==> src/rtl/wb_arbiter.sv <==
// wb_arbiter: single-port register-file writeback arbiter, ALU priority over a squashing memory-result queue.
module wb_arbiter #(
  parameter int DEPTH = 2
) (
  input  logic                       clk,
  input  logic                       rst,
  input  logic                       alu_valid,
  input  logic [4:0]                 alu_rd,
  input  logic [31:0]                alu_data,
  input  logic                       mem_valid,
  output logic                       mem_ready,
  input  logic [4:0]                 mem_rd,
  input  logic [31:0]                mem_data,
  output logic [4:0]                 rd_addr,
  output logic [31:0]                w_data,
  output logic                       w_en,
  input  logic [4:0]                 chk_addr,
  output logic                       chk_hit,
  output logic [$clog2(DEPTH):0]     q_count
);
  localparam int CW = $clog2(DEPTH) + 1;
  logic [4:0]    rd_q [DEPTH];
  logic [4:0]    rd_d [DEPTH];
  logic [31:0]   dat_q[DEPTH];
  logic [31:0]   dat_d[DEPTH];
  logic [CW-1:0] cnt_q, cnt_d;
  logic          w_en_q, w_en_d;
  logic [4:0]    rd_addr_q, rd_addr_d;
  logic [31:0]   w_data_q, w_data_d;
  logic          alu_sel, push, pop;
  always_comb begin
    alu_sel   = alu_valid && alu_rd != '0;
    mem_ready = !rst && cnt_q < CW'(DEPTH);
    push      = mem_valid && mem_ready && mem_rd != '0 && !(alu_sel && mem_rd == alu_rd);
    pop       = !alu_sel && cnt_q != '0;
    w_en_d    = alu_sel || pop;
    rd_addr_d = alu_sel ? alu_rd : pop ? rd_q[0] : rd_addr_q;
    w_data_d  = alu_sel ? alu_data : pop ? dat_q[0] : w_data_q;
    rd_d      = rd_q;
    dat_d     = dat_q;
    cnt_d     = '0;
    // survivors slide toward the head so the queue stays compact and ordered
    for (int i = 0; i < DEPTH; i++)
      if (CW'(i) < cnt_q && !(pop && i == 0) && !(alu_sel && rd_q[i] == alu_rd)) begin
        rd_d[cnt_d[CW-2:0]]  = rd_q[i];
        dat_d[cnt_d[CW-2:0]] = dat_q[i];
        cnt_d = cnt_d + 1'b1;
      end
    if (push) begin
      rd_d[cnt_d[CW-2:0]]  = mem_rd;
      dat_d[cnt_d[CW-2:0]] = mem_data;
      cnt_d = cnt_d + 1'b1;
    end
  end
  always_comb begin
    chk_hit = w_en_q && rd_addr_q == chk_addr;
    for (int i = 0; i < DEPTH; i++)
      if (CW'(i) < cnt_q && rd_q[i] == chk_addr) chk_hit = 1'b1;
    chk_hit = chk_hit && chk_addr != '0;
  end
  always_ff @(posedge clk) begin
    if (rst) begin
      cnt_q     <= '0;
      w_en_q    <= 1'b0;
      rd_addr_q <= '0;
      w_data_q  <= '0;
      rd_q      <= '{default: '0};
      dat_q     <= '{default: '0};
    end else begin
      cnt_q     <= cnt_d;
      w_en_q    <= w_en_d;
      rd_addr_q <= rd_addr_d;
      w_data_q  <= w_data_d;
      rd_q      <= rd_d;
      dat_q     <= dat_d;
    end
  end
  assign w_en    = w_en_q;
  assign rd_addr = rd_addr_q;
  assign w_data  = w_data_q;
  assign q_count = cnt_q;
endmodule

==> config.mk <==
export PLATFORM = sky130hd
export DESIGN_NAME = wb_arbiter
export DESIGN_NICKNAME = d
export VERILOG_FILES = /design/src/rtl/wb_arbiter.sv
export SDC_FILE = /design/constraint.sdc
export NUM_CORES = 1
export LEC_CHECK = 0
export CAP_MARGIN = 5
export CORE_MARGIN = 5
export CORE_UTILIZATION = 45
export DETAILED_ROUTE_END_ITERATION = 10
export GPL_TIMING_DRIVEN = 1
export PLACE_DENSITY = 0.76
export SYNTH_ARGS = -nofsm -noshare
export SYNTH_HDL_FRONTEND = slang
export SYNTH_SLANG_ARGS = --single-unit
==> constraint.sdc <==
create_clock -name clk -period 3.3 [get_ports clk]
set_clock_uncertainty 0.15 [all_clocks]
set_input_delay 0.495 -clock clk [delete_from_list [all_inputs] [get_ports clk]]
set_output_delay 0.495 -clock clk [all_outputs]
set_load 0.1 [all_outputs]
* Word level (Yosys, flattened, before mapping)
Index checks and enable logic that the tools add are counted.
Word-level totals: latch bits 0, memories 0, register bits after elaboration 114, bits in writable memories 0, bits in read-only memories 0, input bits 83, output and inout bits 42
Cells by class: multipliers 0, bitwise operators 2, equal/unequal tests 6, shift-type cells 0, mux-type cells 25, divide/modulo/power cells 0, reductions and logical operators 30, $add $sub $neg 2, $lt $le $gt $ge 7
Operator list (number):
- bitwise mux 64 bit | 2
- 2-to-1 mux 32 bit | 4
- 2-to-1 mux 64 bit | 2
- demux 32 bit (select 1 bit) | 2
- equality test 5 bit | 6
- bitwise mux 10 bit | 2
- 2-to-1 mux 10 bit | 2
- 2-to-1 mux 5 bit | 4
- logical AND 1 bit | 18
- nonzero test 5 bit | 3
- demux 5 bit (select 1 bit) | 2
- logical NOT 1 bit | 6
- greater-or-equal comparator 2 bit (second input constant) | 2
- < comparator 1 x 2 -> 1 bit (first input constant) | 2
- < comparator 2 x 1 -> 1 bit (second input constant) | 2
- 2-to-1 mux 2 bit | 2
- inverter 1 -> 2 bit | 2
- nonzero test 2 bit | 2
- 2-to-1 mux 1 bit | 3
- adder 1 x 1 -> 2 bit (second input constant) | 1
- adder 2 x 1 -> 2 bit (second input constant) | 1
- < comparator 2 bit (second input constant) | 1
- logical OR 1 bit | 1

* Depth between registers and ports, before layout
depth in word-level cells 17, mapped depth 12, gate-level depth less buffers 9

* Least setup slack after synthesis
Ideal clock, no wire load.
kind reg2out, start point register cnt_q[1], in the netlist q_count[1], end point output port chk_hit, path slack -0.723 ns, arrival time 3.378 ns, cell stages (with the launch flop) 6, data required time 2.655 ns, path buffers 3, path through dfxtp_1 clkbuf_1 clkbuf_1 clkbuf_1 a31oi_1 a21oi_1
On the way: word-level cells in the longest chain between the ends 5, elaborated cells on any way between the ends 7
Ends and longest elaborated chain:
- start, declared | line 26 | logic [CW-1:0] cnt_q, cnt_d;
- start signal, assigned | line 70 | cnt_q <= cnt_d;
- < comparator 1 x 2 -> 1 bit | line 58 | if (CW'(i) < cnt_q && rd_q[i] == chk_addr) chk_hit = 1'b1;
- logical AND 1 bit | line 58
- 2-to-1 mux 1 bit | line 58
- 2-to-1 mux 1 bit * | line 58
- logical AND 1 bit * | line 59 | chk_hit = chk_hit && chk_addr != '0;
- end, declared | line 18 | output logic chk_hit,
Mark *: on every way between the ends. The rest lies on a longest branch, timed or not.

* Final worst setup path
start point input port alu_rd[3], end point register dat_q[42] in the netlist's numbering
On the way: word-level cells in the longest chain between the ends 17, elaborated cells on any way between the ends 37
Ends and longest elaborated chain:
- start, declared | line 8 | input logic [4:0] alu_rd,
- nonzero test 5 bit | line 32 | alu_sel = alu_valid && alu_rd != '0;
- logical AND 1 bit | line 32
- logical NOT 1 bit | line 35 | pop = !alu_sel && cnt_q != '0;
- logical AND 1 bit | line 35
- logical NOT 1 bit | line 44 | if (CW'(i) < cnt_q && !(pop && i == 0) && !(alu_sel && rd_q[i] == alu_rd)) begin
- logical AND 1 bit (2 in a row) | line 44
- 2-to-1 mux 1 bit | line 44
- adder 1 x 1 -> 2 bit / inverter 1 -> 2 bit (equally long branches) | line 47, 46
- 2-to-1 mux 2 bit, or another cell as far along | line 44
- inverter 1 -> 2 bit (implied by the code) / logical AND 1 bit (equally long branches) | line 51, 46
- greater-or-equal comparator 2 bit (implied by the code), or another cell as far along | line 51 | dat_d[cnt_d[CW-2:0]] = mem_data;
- logical AND 1 bit (implied by the code) / demux 32 bit (select 1 bit) (equally long branches) | line 51, 46
- 2-to-1 mux 32 bit (implied by the code) / bitwise mux 64 bit (equally long branches) | line 51, 46
- demux 32 bit (select 1 bit) / 2-to-1 mux 64 bit (equally long branches) | line 51, 44
- bitwise mux 64 bit | line 51
- 2-to-1 mux 64 bit * | line 49 | if (push) begin
- end signal, assigned | line 75 | dat_q <= dat_d;
- end, declared | line 24 | logic [31:0] dat_q[DEPTH];
Marks and branches as above. A chain may end at the register's enable or synchronous reset.

==> flow_summary_export.csv <==
group,metric,value,unit
route,drc,0,
clock_tree,post_cts_buffers,0,
route,final_antenna_net_count,0,
route,drtIter0Drc,479,
critical_path,cp_max_fo,17,
die,die_w,118.3,um
global_routing,grt_pass1_wl,27180,um
die,row_count,39,
critical_path,worstPathRequired,3450,ps
pwr,p_leak,2.634,nW
yosys,syn-num-nets,708,
yosys,synth-seq-cells,114,
yosys,ys_types,31,
yosys,synthCells,623,
global_routing,grt_pass1_vias,5352,
cells_and_area,area_growth,38.78,%
global_routing,grt_overflow_total,0,
timing,hold_ws,326.4,ps
pwr,ir_drop,0.3059,mV
cells_and_area,final_util,63.84,%
cells_and_area,n_antenna_cell,0,
critical_path,path_class,"in2reg",
yosys,yosysWarnings,0,
pwr,power.density,589.1,nW/um2
timing,finalSetupTns,0,ps
timing,worstMarginPinSlew,644.6,ps
clock_tree,root_buffer,"clkbuf_16",
critical_path,cp-end-kind,"register",
clock_tree,clkTransAtPathRegs,50,ps
clock_tree,clockBufferDepth,2,
cells_and_area,drive_gt1_share,14.92,%
die,start_util,46.00,%
route,wire_per_inst,18.59,um
timing,drv_slew,0,
timing,period_minus_slack,3100,ps
cells_and_area,area.sequential,2283,um2
hold_path,min_path_type,"reg2reg",
cells_and_area,multi_input_comb_area,2738,um2
clock_tree,numCtsBuffers,17,
critical_path,worstSetupStartpointType,"input pin",
global_routing,track_usage,23.39,%
yosys,synth_area,5275,um2
clock_tree,clkLatencyLatePin,400,ps
die,die_area,13990,um2
placed_design,place_ws,-136.7,ps
placed_design,gp_congestion,0.9715,
critical_path,cp.arrival,3250,ps
global_routing,grt_max_degree,66,
die,coreArea,11470,um2
cells_and_area,n_fill_cell,938,
yosys,avgSynthCellArea,8.467,um2
timing,period_share,93.94,%
timing,setup_ws,200.1,ps
timing,finalSetupViolCount,0,
yosys,seq_area_frac_synth,43.26,%
clock_tree,hold_buffers,0,
timing,timing.slew.headroom,57.02,%
die,chipHeight,118.3,um
placed_design,dpl.hpwl,10680,um
global_routing,antenna_found_initial,0,
route,via_per_inst,5.961,
flow_run,maxCapViolCount,0,
placed_design,portBuffers,124,
route,wl,16490,um
clock_tree,ctsResizeCount,0,
cells_and_area,finalNetCount,816,
clock_tree,ctsHtreeMaxLevel,4,
timing,fmax,322.6,MHz
status,status,"complete, no violations",
die,ios,125,
timing,hold_violations,0,
route,drtPass1Iterations,5,
route,vias,5287,
placed_design,place_inst,855,
clock_tree,cts_num_sinks,114,
clock_tree,cts_tree,"done",
timing,rsz0062_at_grt,"no",
cells_and_area,final_cells,887,
## sequential cells by signal (all words and copies together) (netlist names)
register and count:
dat_q 64, q_count 2, rd_addr 5, rd_q 10, w_data 32, w_en 1
## metrics by stage
stage          instance area [um2]  total power, mW
3_3_place_gp                  6666            2.303
2_1_floorplan                 5283            2.039
5_1_grt                       7321            4.455
3_5_place_dp                  6666            2.318
6_report                      7321            4.312
4_1_cts                       7321            4.327
## synth_stat cells
cell type | number | area, um2
xnor2_1 | 11 | 96.34
a311oi_1 | 37 | 324.1
dfxtp_1 | 114 | 2282
nor3_1 | 41 | 205.2
clkbuf_1 | 54 | 202.7
nand4b_1 | 1 | 8.760
nor4_1 | 2 | 12.51
or3_1 | 1 | 6.260
and2_1 | 1 | 6.260
buf_6 | 3 | 33.78
xor2_1 | 19 | 166.4
nand4_1 | 2 | 12.51
buf_4 | 4 | 30.03
or4_1 | 2 | 15.01
nor4_2 | 1 | 12.51
nand2_1 | 40 | 150.1
a31o_2 | 1 | 8.760
a211oi_1 | 37 | 277.8
nor3b_2 | 1 | 12.51
mux2i_1 | 37 | 370.4
ha_1 | 2 | 25.02
o21a_1 | 2 | 15.01
buf_1 | 2 | 7.510
nor2_1 | 83 | 311.6
o21ai_4 | 1 | 16.27
buf_2 | 2 | 10.01
a31oi_1 | 38 | 237.7
inv_1 | 2 | 7.510
o21ai_0 | 38 | 190.2
nand3_1 | 41 | 205.2
a21oi_1 | 3 | 15.01
## report_power, final
part	leakage, nW	switching, mW	total (mW)	internal (mW)
combinational	1.38	0.527	0.792	0.265
clock	0.317	0.615	2.01	1.40
sequential	0.936	0.0498	1.51	1.46
total	2.63	1.19	4.31	3.12
## cell families after synthesis
logic type      Yosys count  share of synthesized area [%]
compound gates          157                          20.56
xor+xnor                 30                          4.981
fa+ha+maj                 2                         0.4743
buf+inv                  67                          5.527
flops                   114                          43.26
mux                      37                          7.021
simple gates            216                          18.17
## final cells by class
class / count / share of cell area, %
Multi-Input combinational cell: 442 / 37.40
Clock buffer: 23 / 6.529
Tap cell: 143 / 2.444
Clock inverter: 9 / 2.410
Sequential cell: 114 / 31.19
Timing Repair Buffer: 154 / 19.93
Inverter: 2 / 0.1025
## worst paths after layout
kind              startpoint  cells after the start  slack [ps]        end
setup reg to reg     rd_q[3]                     10         590  dat_q[42]
setup / recovery   alu_rd[3]                     11         200  dat_q[42]
hold reg to reg    dat_q[29]                      2         330  dat_q[61]
hold / removal     dat_q[29]                      2         330  dat_q[61]
## cell usage in the layout (no fill, tap or decap), drive strengths merged, types with 3 or more instances in the layout
cell,Yosys,routed
clkdlybuf4s50,0,81
o21ai,39,39
clkbuf,54,23
mux2i,37,37
a211oi,37,37
bufinv,0,5
a31oi,38,38
nor3,41,41
xnor2,11,11
nor2,83,83
clkinv,0,3
nor4,3,3
xor2,19,19
buf,11,73
dfxtp,114,114
a311oi,37,37
a21oi,3,3
nand3,41,41
nand2,40,40
## routing by layer
metal / GRT usage [%] / part of all wire, % / vias up
met1: 30.29 / 42 / 2520
met4: 8.100 / 1.3 / 0
met2: 37.59 / 49 / 254
met3: 6.447 / 7.9 / 18
li1: - / - / 2495
met5: 0 / 0 / -
## critical path, cell delays in order
cell             delay [ps]
clkdlybuf4s50_1         430
or4_1                   580
o21ai_4                 180
nor2_1                   60
and2_1                  170
ha_1                    310
nand4b_1                290
nor2_4                  220
buf_12                  170
a31oi_1                  50
a211oi_1                280
Power figures use the tool's default switching activity.
